==> config.mk <==
export PLATFORM = sky130hd
export DESIGN_NAME = divider_arbiter
export DESIGN_NICKNAME = d
export VERILOG_FILES = /design/src/rtl/divider_arbiter.sv
export SDC_FILE = /design/constraint.sdc
export NUM_CORES = 1
export LEC_CHECK = 0
export BUFFER_PORTS_ARGS = -buffer_cell sky130_fd_sc_hd__buf_2
export CAP_MARGIN = 20
export CORE_MARGIN = 10
export CORE_UTILIZATION = 45
export CTS_CLUSTER_DIAMETER = 80
export DETAILED_ROUTE_END_ITERATION = 10
export PLACE_DENSITY = 0.85
export SLEW_MARGIN = 20
export SYNTH_ARGS = -nofsm -noshare
export SYNTH_HDL_FRONTEND = slang
export SYNTH_SLANG_ARGS = --single-unit
export TNS_END_PERCENT = 20
==> constraint.sdc <==
create_clock -name clk -period 5.49 [get_ports clk]
set_input_delay 0.8235 -clock clk [delete_from_list [all_inputs] [get_ports clk]]
set_output_delay 0.8235 -clock clk [all_outputs]
set_load 0.05 [all_outputs]
==> src/rtl/divider_arbiter.sv <==
// Round-robin arbiter sharing one divide-by-1e6 unit among NUM_REQ requesters.
// One operation in flight: IDLE grants, WAIT counts divider latency, RESP returns.
module divider_arbiter #(
    parameter int Data_Depth = 8,
    parameter int NUM_REQ    = 4,
    parameter int DIV_LAT    = 1
) (
    input  logic                             clk,
    input  logic                             rst,
    input  logic [NUM_REQ-1:0]               req_valid,
    input  logic [NUM_REQ*4*Data_Depth-1:0]  req_data,
    output logic [NUM_REQ-1:0]               req_ready,
    output logic [4*Data_Depth-1:0]          div_operand,
    input  logic [4*Data_Depth-1:0]          div_result,
    output logic [NUM_REQ-1:0]               rsp_valid,
    output logic [4*Data_Depth-1:0]          rsp_data,
    input  logic                             rsp_ready,
    output logic                             busy
);

    localparam int W  = 4 * Data_Depth;
    localparam int PW = (NUM_REQ > 1) ? $clog2(NUM_REQ) : 1;
    localparam int CW = (DIV_LAT > 0) ? $clog2(DIV_LAT + 1) : 1;

    if (DIV_LAT < 1) begin : g_lat_chk
        $error("divider_arbiter: DIV_LAT must be >= 1");
    end

    typedef enum logic [1:0] {
        IDLE = 2'd0,
        WAIT = 2'd1,
        RESP = 2'd2
    } state_t;

    state_t          state_q, state_d;
    logic [PW-1:0]   ptr_q, ptr_d;
    logic [PW-1:0]   id_q, id_d;
    logic [CW-1:0]   cnt_q, cnt_d;
    logic [W-1:0]    op_q, op_d;
    logic [W-1:0]    rdata_q, rdata_d;

    logic            grant_found;
    logic [PW-1:0]   grant_idx;
    logic [PW:0]     cand;

    // Round-robin search starting just after the last granted requester
    always_comb begin
        grant_found = 1'b0;
        grant_idx   = '0;
        cand        = '0;
        for (int k = 1; k <= NUM_REQ; k++) begin
            cand = {1'b0, ptr_q} + (PW+1)'(k);
            if (cand >= (PW+1)'(NUM_REQ)) begin
                cand = cand - (PW+1)'(NUM_REQ);
            end
            if (!grant_found && req_valid[cand[PW-1:0]]) begin
                grant_found = 1'b1;
                grant_idx   = cand[PW-1:0];
            end
        end
    end

    // Next-state logic: grant, latency countdown, response hold
    always_comb begin
        state_d   = state_q;
        ptr_d     = ptr_q;
        id_d      = id_q;
        cnt_d     = cnt_q;
        op_d      = op_q;
        rdata_d   = rdata_q;
        req_ready = '0;
        unique case (state_q)
            IDLE: begin
                if (grant_found) begin
                    req_ready[grant_idx] = 1'b1;
                    op_d    = req_data[int'(grant_idx)*W +: W];
                    id_d    = grant_idx;
                    ptr_d   = grant_idx;
                    cnt_d   = CW'(DIV_LAT);
                    state_d = WAIT;
                end
            end
            WAIT: begin
                cnt_d = cnt_q - CW'(1);
                if (cnt_q == CW'(1)) begin
                    rdata_d = div_result;
                    state_d = RESP;
                end
            end
            RESP: begin
                if (rsp_ready) begin
                    state_d = IDLE;
                end
            end
            default: begin
                state_d = IDLE;
            end
        endcase
    end

    // State registers with synchronous reset; reset aborts any operation
    always_ff @(posedge clk) begin
        if (rst) begin
            state_q <= IDLE;
            ptr_q   <= PW'(NUM_REQ - 1);
            id_q    <= '0;
            cnt_q   <= '0;
            op_q    <= '0;
            rdata_q <= '0;
        end else begin
            state_q <= state_d;
            ptr_q   <= ptr_d;
            id_q    <= id_d;
            cnt_q   <= cnt_d;
            op_q    <= op_d;
            rdata_q <= rdata_d;
        end
    end

    // Response id is one-hot only while a result is being offered
    always_comb begin
        rsp_valid = '0;
        if (state_q == RESP) begin
            rsp_valid[id_q] = 1'b1;
        end
    end

    assign div_operand = op_q;
    assign rsp_data    = rdata_q;
    assign busy        = (state_q != IDLE);

endmodule

# After elaboration in Yosys (flattened, before gate mapping)
# Index checks and enable logic that the tools add are counted.
dict set report op_classes {
  n_lt_le_gt_ge 12
  n_reduce_logical 15
  muxes 33
  n_shift 1
  add_sub_neg 9
  n_eq_ne 5
}
# operator n
set ops {}
lappend ops {{128-bit by 8-bit variable part select with 32-bit output} 1}
lappend ops {{2-bit two-way mux} 11}
lappend ops {{2-bit by 3-bit < comparator with 1-bit output (second input constant)} 6}
lappend ops {{3-bit >= comparator (second input constant)} 4}
lappend ops {{4-bit two-way mux} 3}
lappend ops {{1-bit two-way mux} 11}
lappend ops {{1-bit binary-select mux with 2-bit select} 4}
lappend ops {{2-bit by 1-bit subtractor with 2-bit output (second input constant)} 4}
lappend ops {{2-bit by 2-bit adder with 3-bit output (second input constant)} 2}
lappend ops {{2-bit inequality test (second input constant)} 3}
lappend ops {{2-bit one-hot mux with 3 select lines} 1}
lappend ops {{2-bit AND reduction} 3}
lappend ops {{1-bit logical AND} 5}
lappend ops {{1-bit demux with 2-bit select} 2}
lappend ops {{2-bit by 1-bit >= comparator with 1-bit output (second input constant)} 2}
lappend ops {{2-bit nonzero test} 2}
lappend ops {{2-bit by 1-bit adder with 3-bit output (second input constant)} 1}
lappend ops {{2-bit by 3-bit adder with 3-bit output (second input constant)} 1}
lappend ops {{1-bit zero test} 3}
lappend ops {{3-bit AND reduction} 1}
lappend ops {{2-bit by 1-bit == test with 1-bit output (second input constant)} 1}
lappend ops {{2-bit == test (second input constant)} 1}
lappend ops {{2-bit zero test} 1}
lappend ops {{1-bit one-hot mux with 2 select lines} 1}
lappend ops {{1-bit subtractor (second input constant)} 1}
dict set report totals {
  reg_bits 71
  out_inout_bits 73
  inputBits 167
}

# Longest topological paths before layout
# Gate-level depths: netlist (run 1).
dict set report logic_depth {
  word_depth 21
  depth_mapped 8
  mapped_depth_nobuf 5
}

# Least setup slack after synthesis (run 1)
# OpenSTA, ideal clock, no wires.
dict set report synth_path {
  path_type {in2out}
  from {input port req_valid[2]}
  to {output port req_ready[1]}
  path_stages 7
  slack_ns 2.301
  arrival_ns 2.366
  required_ns 4.667
  path_cell_list {or4_4 and2_1 buf_6 and2_4 buf_6 buf_6 and2_1}
}
dict set report synth_via {
  elab_chain_len 18
  elab_cells_between_ends 29
  cone_classes {order compare: 2; mux: 20; reduce/logical: 7}
}
# item line
set synth_rtl {}
lappend synth_rtl {{start, declared} 10} ;# input logic [NUM_REQ-1:0] req_valid,
lappend synth_rtl {{1-bit binary-select mux with 2-bit select} 56} ;# if (!grant_found && req_valid[cand[PW-1:0]]) begin
lappend synth_rtl {{1-bit two-way mux (not written as such)} 56}
lappend synth_rtl {{1-bit two-way mux} 56}
lappend synth_rtl {{1-bit zero test} 56}
lappend synth_rtl {{1-bit logical AND} 56}
lappend synth_rtl {{1-bit two-way mux} 56}
lappend synth_rtl {{1-bit zero test} 56}
lappend synth_rtl {{1-bit logical AND} 56}
lappend synth_rtl {{(+2 left out)} --}
lappend synth_rtl {{1-bit logical AND} 56}
lappend synth_rtl {{2-bit two-way mux} 56}
lappend synth_rtl {{2-bit by 3-bit < comparator with 1-bit output (not written as such) or 2-bit by 1-bit >= comparator with 1-bit output (tied branches)} 75} ;# req_ready[grant_idx] = 1'b1;
lappend synth_rtl {{1-bit logical AND (not written as such)} 75}
lappend synth_rtl {{1-bit two-way mux (not written as such)} 75}
lappend synth_rtl {{1-bit demux with 2-bit select} 75}
lappend synth_rtl {{4-bit two-way mux (*)} 74} ;# if (grant_found) begin
lappend synth_rtl {{4-bit two-way mux (*)} 72} ;# unique case (state_q)
lappend synth_rtl {{end, declared} 12} ;# output logic [NUM_REQ-1:0] req_ready,
# Every way passes the cells marked *; elsewhere a longest branch is shown, timed or not. The select of a mux whose other input is x is not followed.

# Worst setup path after layout (run 1)
dict set report layout_path {
  from {input port req_valid[1]}
  to {output port req_ready[0]}
}
# Same word-level chain as after synthesis.

==> results.toml, run 1 <==
[yosys]
yosys-top-cells-area = "dfxtp_1 (39%), nand2_1 (10%), mux2i_1 (9.3%)"
synthesis.instances = 419
postSynth.asyncResetShare = 0
ys_types = 35
most_frequent_cell_after_synthesis = "nand2_1"
syn-mean-instance-area_um2 = 8.70
syn_area_um2 = 3650
synthesis.nets = 586
sequential_cell_area_fraction_in_the_yosys_report = 0.390
number_of_warnings_reported_in_the_yosys_synthesis_log = 0
dominantRegCellSynth = "dfxtp_1"
synth_edf_count = 0
yosysTopAreaCell = "dfxtp_1"
synthTopCellsByCount = "nand2_1 (102), dfxtp_1 (71), a21oi_1 (36)"
yosys_register_bits = 71
synthDominantCellAreaShare = 0.390

[final_layout]
final_nets = 801
areaGrowthSynthToFinish_pct = 36.2
antenna_cells = 0
drive_gt1_frac = 0.429
layout.core_utilization = 0.636

[pwr]
total_leakage_power_uw = 0.00246
power.share.sequential = 0.378
pd_cells_nw_per_um2 = 326
vdd.ir_drop.worst_uv = 188
power.switching_fraction = 0.397
finalPower_uw = 1620
internal_power_uw = 976
power_frac_clock = 0.256
p_switching_uw = 643
comb_power_share = 0.366

[sta]
worst_pin_slew_ns = 1.02
finalHoldViolations = 0
fin_crit_period_ns = 3.60
fin_worst_skew_ns = 0.0116
final.setup.tns_ns = 0
max_freq_mhz = 278
post-route-period-util = 0.656
timing.final.setup_violations = 0
slew_headroom = 0.323
rsz0062_at_grt = "no"
report.final.slew_viol_count = 0

[clock_network]
cts-buffers-inserted = 9
cts_num_sinks = 71
clock_tree.root_cell = "clkbuf_8"
hold_buffers = 0
cts_repair_resize_count = 0
cts-root-to-sink-buffers = 2
cts.htree.levels = 3
cts_setup_buffers = 0
clkLatencyLatePin_ns = 0.33
clock_tree_from_tritoncts = "built"
clk_pin_slew_ns = 0.08

[die]
initial_core_util = 0.467
die_area_um2 = 12100
row_count = 32
fp.dieH_um = 110
fp.coreArea_um2 = 7810
io_pins = 240
chipWidth_um = 110

[grt]
grt_pass1_wl_mm = 20.0
grt_util_all_layers = 0.206
grt.overflow.total = 0
grt_start_max_net_pins = 74
first_global_vias = 4148
grt_antenna_before_repair = 0

[worst_setup_path]
timing.critical_path.required_ns = 4.67
setup.worst_path.start_class = "primary input"
cp.arrival_ns = 2.78
worst_setup_path_end_kind = "output pin"
setup.reg_to_reg.worst_slack_ns = 2.24
worst-setup-path-type = "in -> out"
worstPathMaxFanout = 18

[route]
dr_wl_met2_mm = 7.02
viasPerCell = 5.40
detail_route.wirelength.met1_mm = 4.67
post-route-drc-count = 0
initialDrtViolationCount = 207
dr_total_vias = 3994
max_layer_used = "met4"
post_drt_wl_per_cell_um = 18.0
total_wire_length_mm = 13.3
first_pass_iters = 4
wl_met3_mm = 1.25
antenna_violating_nets_post_route = 0

[flow_run]
maxCapViolCount = 0

[place]
dp.final_hpwl_mm = 10.4
gp_congestion = 0.949
buffer_ports.inserted = 239

[min_path]
min_path_type = "reg -> reg"

[status]
outcome = "finished, final reports clean"
cells by family (layout without fill, tap and decap cells):
group / after synthesis / after routing / synth area share
AO/OA/AOI/OAI: 120 / 120 / 0.255
buffers and inverters: 42 / 261 / 0.0672
AND/OR/NAND/NOR: 151 / 151 / 0.191
multiplexers: 35 / 35 / 0.0974
flip-flops: 71 / 71 / 0.390
flip-flops by register name, summed over array words and instances, names as in the netlist:
name / cells
div_operand: 32
rsp_data: 32
id_q: 2
ptr_q: 2
state_q: 2
cnt_q: 1
per-layer routing:
metal | track usage | up-vias
met3 | 0.0696 | 28
met2 | 0.382 | 180
met4 | 0.0809 | 0
li1 | - | 1931
met1 | 0.207 | 1855
met5 | 0 | -
power by group through the flow:
stage | Sequential, µW | Combinational [µW] | Clock, µW
finish | 611 | 592 | 415
global route | 618 | 631 | 449
CTS | 611 | 595 | 428
detailed placement | 622 | 594 | 0
global placement | 619 | 582 | 0
floorplan | 797 | 269 | 0
worst paths after layout:
check,start,to,cells after the start
setup / recovery,req_valid[1],req_ready[0],7
hold / removal,rsp_data[2],rsp_data[2],2
setup reg to reg,ptr_q[1],div_operand[19],6
hold reg to reg,rsp_data[2],rsp_data[2],2
cell type report:
| class | count | area (µm²) |
|---|---|---|
| clock buffer | 10 | 138 |
| clock inverter | 5 | 57.6 |
| fill | 662 | 2840 |
| inverter | 5 | 18.8 |
| multi-input combinational | 306 | 1990 |
| sequential | 71 | 1420 |
| tap | 102 | 128 |
| timing repair buffer | 241 | 1210 |
critical path: stages:
cell     delay [ns]
buf_2          0.14
mux2_4         0.29
a32oi_4        0.44
o21ai_0        0.40
nor2_1         0.26
and2_1         0.16
buf_2          0.26
metrics by stage:
stage / cells / setup WS, ns / area [µm²] / hold slack [ns]
6_report: 740 / 1.89 / 4970 / 0.453
3_5_place_dp: 725 / 1.87 / 4770 / 0.445
5_1_grt: 740 / 1.78 / 4970 / 0.476
4_1_cts: 740 / 1.93 / 4960 / 0.456
3_3_place_gp: 725 / 1.97 / 4760 / 0.439
2_1_floorplan: 419 / 2.30 / 3650 / 0.455
layout by cell type (no fill, tap or decap), types with 2 or more instances in the layout:
| master | n |
|---|---|
| a211oi_1 | 15 |
| a21boi_0 | 15 |
| a21oi_1 | 36 |
| a311oi_1 | 6 |
| a311oi_2 | 9 |
| and2_1 | 3 |
| and3b_1 | 2 |
| buf_2 | 238 |
| buf_4 | 3 |
| clkbuf_8 | 10 |
| clkinv_2 | 2 |
| dfxtp_1 | 71 |
| inv_1 | 5 |
| mux2i_1 | 34 |
| nand2_1 | 102 |
| nand3b_1 | 17 |
| nor2_1 | 10 |
| nor2b_1 | 3 |
| nor3_1 | 2 |
| nor3b_1 | 2 |
| o21bai_1 | 16 |
| o221ai_1 | 17 |
| or2_2 | 2 |
Note: power is estimated with default switching activity, not from simulation.
==> inputs of run 2 (changes only) <==
--- a/config.mk
+++ b/config.mk
@@ -8,10 +8,10 @@
 export BUFFER_PORTS_ARGS = -buffer_cell sky130_fd_sc_hd__buf_2
 export CAP_MARGIN = 20
 export CORE_MARGIN = 10
-export CORE_UTILIZATION = 45
+export CORE_UTILIZATION = 38
 export CTS_CLUSTER_DIAMETER = 80
 export DETAILED_ROUTE_END_ITERATION = 10
-export PLACE_DENSITY = 0.85
+export PLACE_DENSITY = 0.76
 export SLEW_MARGIN = 20
 export SYNTH_ARGS = -nofsm -noshare
 export SYNTH_HDL_FRONTEND = slang
==> constraint.sdc (replaced) <==
create_clock -name clk -period 3.05 [get_ports clk]
set_input_delay 0.4575 -clock clk [delete_from_list [all_inputs] [get_ports clk]]
set_output_delay 0.4575 -clock clk [all_outputs]
set_load 0.05 [all_outputs]
==> results.toml, run 2 (synthesized netlist as in run 1, its figures left out) <==
[die]
io_pins = 240
fp.dieH_um = 118
fp.coreArea_um2 = 9280
row_count = 35
die_area_um2 = 13900
chipWidth_um = 118
initial_core_util = 0.393

[clock_network]
hold_buffers = 0
clock_tree.root_cell = "clkbuf_8"
cts-buffers-inserted = 9
clk_pin_slew_ns = 0.09
clock_tree_from_tritoncts = "built"
cts_repair_resize_count = 0
cts_setup_buffers = 0
clkLatencyLatePin_ns = 0.35
cts-root-to-sink-buffers = 2
cts_num_sinks = 71
cts.htree.levels = 3

[worst_setup_path]
setup.worst_path.start_class = "flip-flop"
timing.critical_path.slowest_cell_delay_ns = 0.53
worstPathMaxFanout = 16
critical_path_buf_inv_count = 1
cp.arrival_ns = 2.33
critPathSlowestCell = "dfxtp_1"
timing.critical_path.required_ns = 2.59
worstPathCellList = "a21oi_1 -> o31ai_2 -> and2_4 -> and2_1 -> buf_2"
timing.critical_path.max_delay_family = "simple AND/OR/NAND/NOR gates"
worst-setup-path-type = "reg -> out"
worst_setup_path_end_kind = "output pin"

[place]
pre_cts_ws_ns = 0.546
gp_congestion = 0.850
dp_cells = 759
dp.final_hpwl_mm = 10.6
buffer_ports.inserted = 239
placement.cell_area_um2 = 4860

[grt]
first_global_vias = 4237
grt_util_all_layers = 0.185
grt_antenna_before_repair = 1
grt_start_max_net_pins = 71
grt.overflow.total = 0
grt_pass1_wl_mm = 21.6

[sta]
rsz0062_at_grt = "no"
finalHoldViolations = 0
worst_pin_slew_ns = 0.705
post-route-worst-setup-slack_ns = 0.261
fin_worst_skew_ns = 0.0126
report.final.slew_viol_count = 0
timing.final.setup_violations = 0
slew_headroom = 0.530
fin_crit_period_ns = 2.79
max_freq_mhz = 359
final.setup.tns_ns = 0
post-route-period-util = 0.914

[final_layout]
antenna_cells = 0
fin_area_um2 = 5080
instances_no_fill = 775
drive_gt1_frac = 0.435
layout.cells.most_common_list = "buf_2 (239), nand2_1 (102), dfxtp_1 (71)"
final_nets = 808
layout_commonest_cell = "buf_2"
areaGrowthSynthToFinish_pct = 39.4
layout.core_utilization = 0.548

[pwr]
vdd.ir_drop.worst_uv = 307
p_switching_uw = 1210
pd_cells_nw_per_um2 = 601
power.switching_fraction = 0.397
internal_power_uw = 1840
power_frac_clock = 0.284
total_leakage_power_uw = 0.00251
comb_power_share = 0.356
power.share.sequential = 0.359

[status]
outcome = "finished, final reports clean"

[route]
post_drt_wl_per_cell_um = 17.6
post-route-drc-count = 0
antenna_violating_nets_post_route = 0
viasPerCell = 5.18
initialDrtViolationCount = 242
total_wire_length_mm = 13.7
first_pass_iters = 4
dr_total_vias = 4013

[flow_run]
maxCapViolCount = 0

[min_path]
min_path_type = "in -> reg"
[run 2: per-stage QoR]
step	power, µW	hold slack, ns
after global placement	2190	0.439
after floorplan	1920	0.455
after detailed placement	2210	0.444
after CTS	3090	0.317
after global routing	3210	0.318
final	3050	0.329
[run 2: final timing paths]
kind / startpoint / endpoint / slack [ns] / depth (start not counted)
setup reg to reg: ptr_q[1] / div_operand[5] / 0.61 / 7
hold reg to reg: rsp_data[21] / rsp_data[21] / 0.45 / 2
setup / recovery: ptr_q[1] / req_ready[1] / 0.26 / 5
hold / removal: div_result[5] / rsp_data[5] / 0.33 / 3
[run 2: power by group through the flow]
stage	Combinational, µW	Clock (µW)	Sequential, µW
final	1090	868	1100
after global routing	1160	930	1110
after CTS	1100	893	1100
after detailed placement	1090	0	1120
after global placement	1070	0	1110
after floorplan	484	0	1430
[run 2: tightest hold or removal path: cells and delay by family]
family          cells  cell delay [ns]
simple gates        1             0.04
compound gates      1             0.05
buf+inv             1             0.09
[run 2: area by class of cell]
class / instances / area (µm²)
Fill cell: 900 / 4200
Multi-Input combinational cell: 306 / 1980
Sequential cell: 71 / 1420
Timing Repair Buffer: 248 / 1280
Tap cell: 129 / 161
Clock buffer: 10 / 128
Clock inverter: 6 / 93.8
Inverter: 5 / 18.8
[run 2: per-layer routing]
layer	up-vias	routed length [µm]	global-route usage
li1	1944	-	-
met1	1876	5290	0.195
met2	177	6820	0.326
met3	14	1350	0.0796
met4	2	186	0.0533
met5	-	7	0
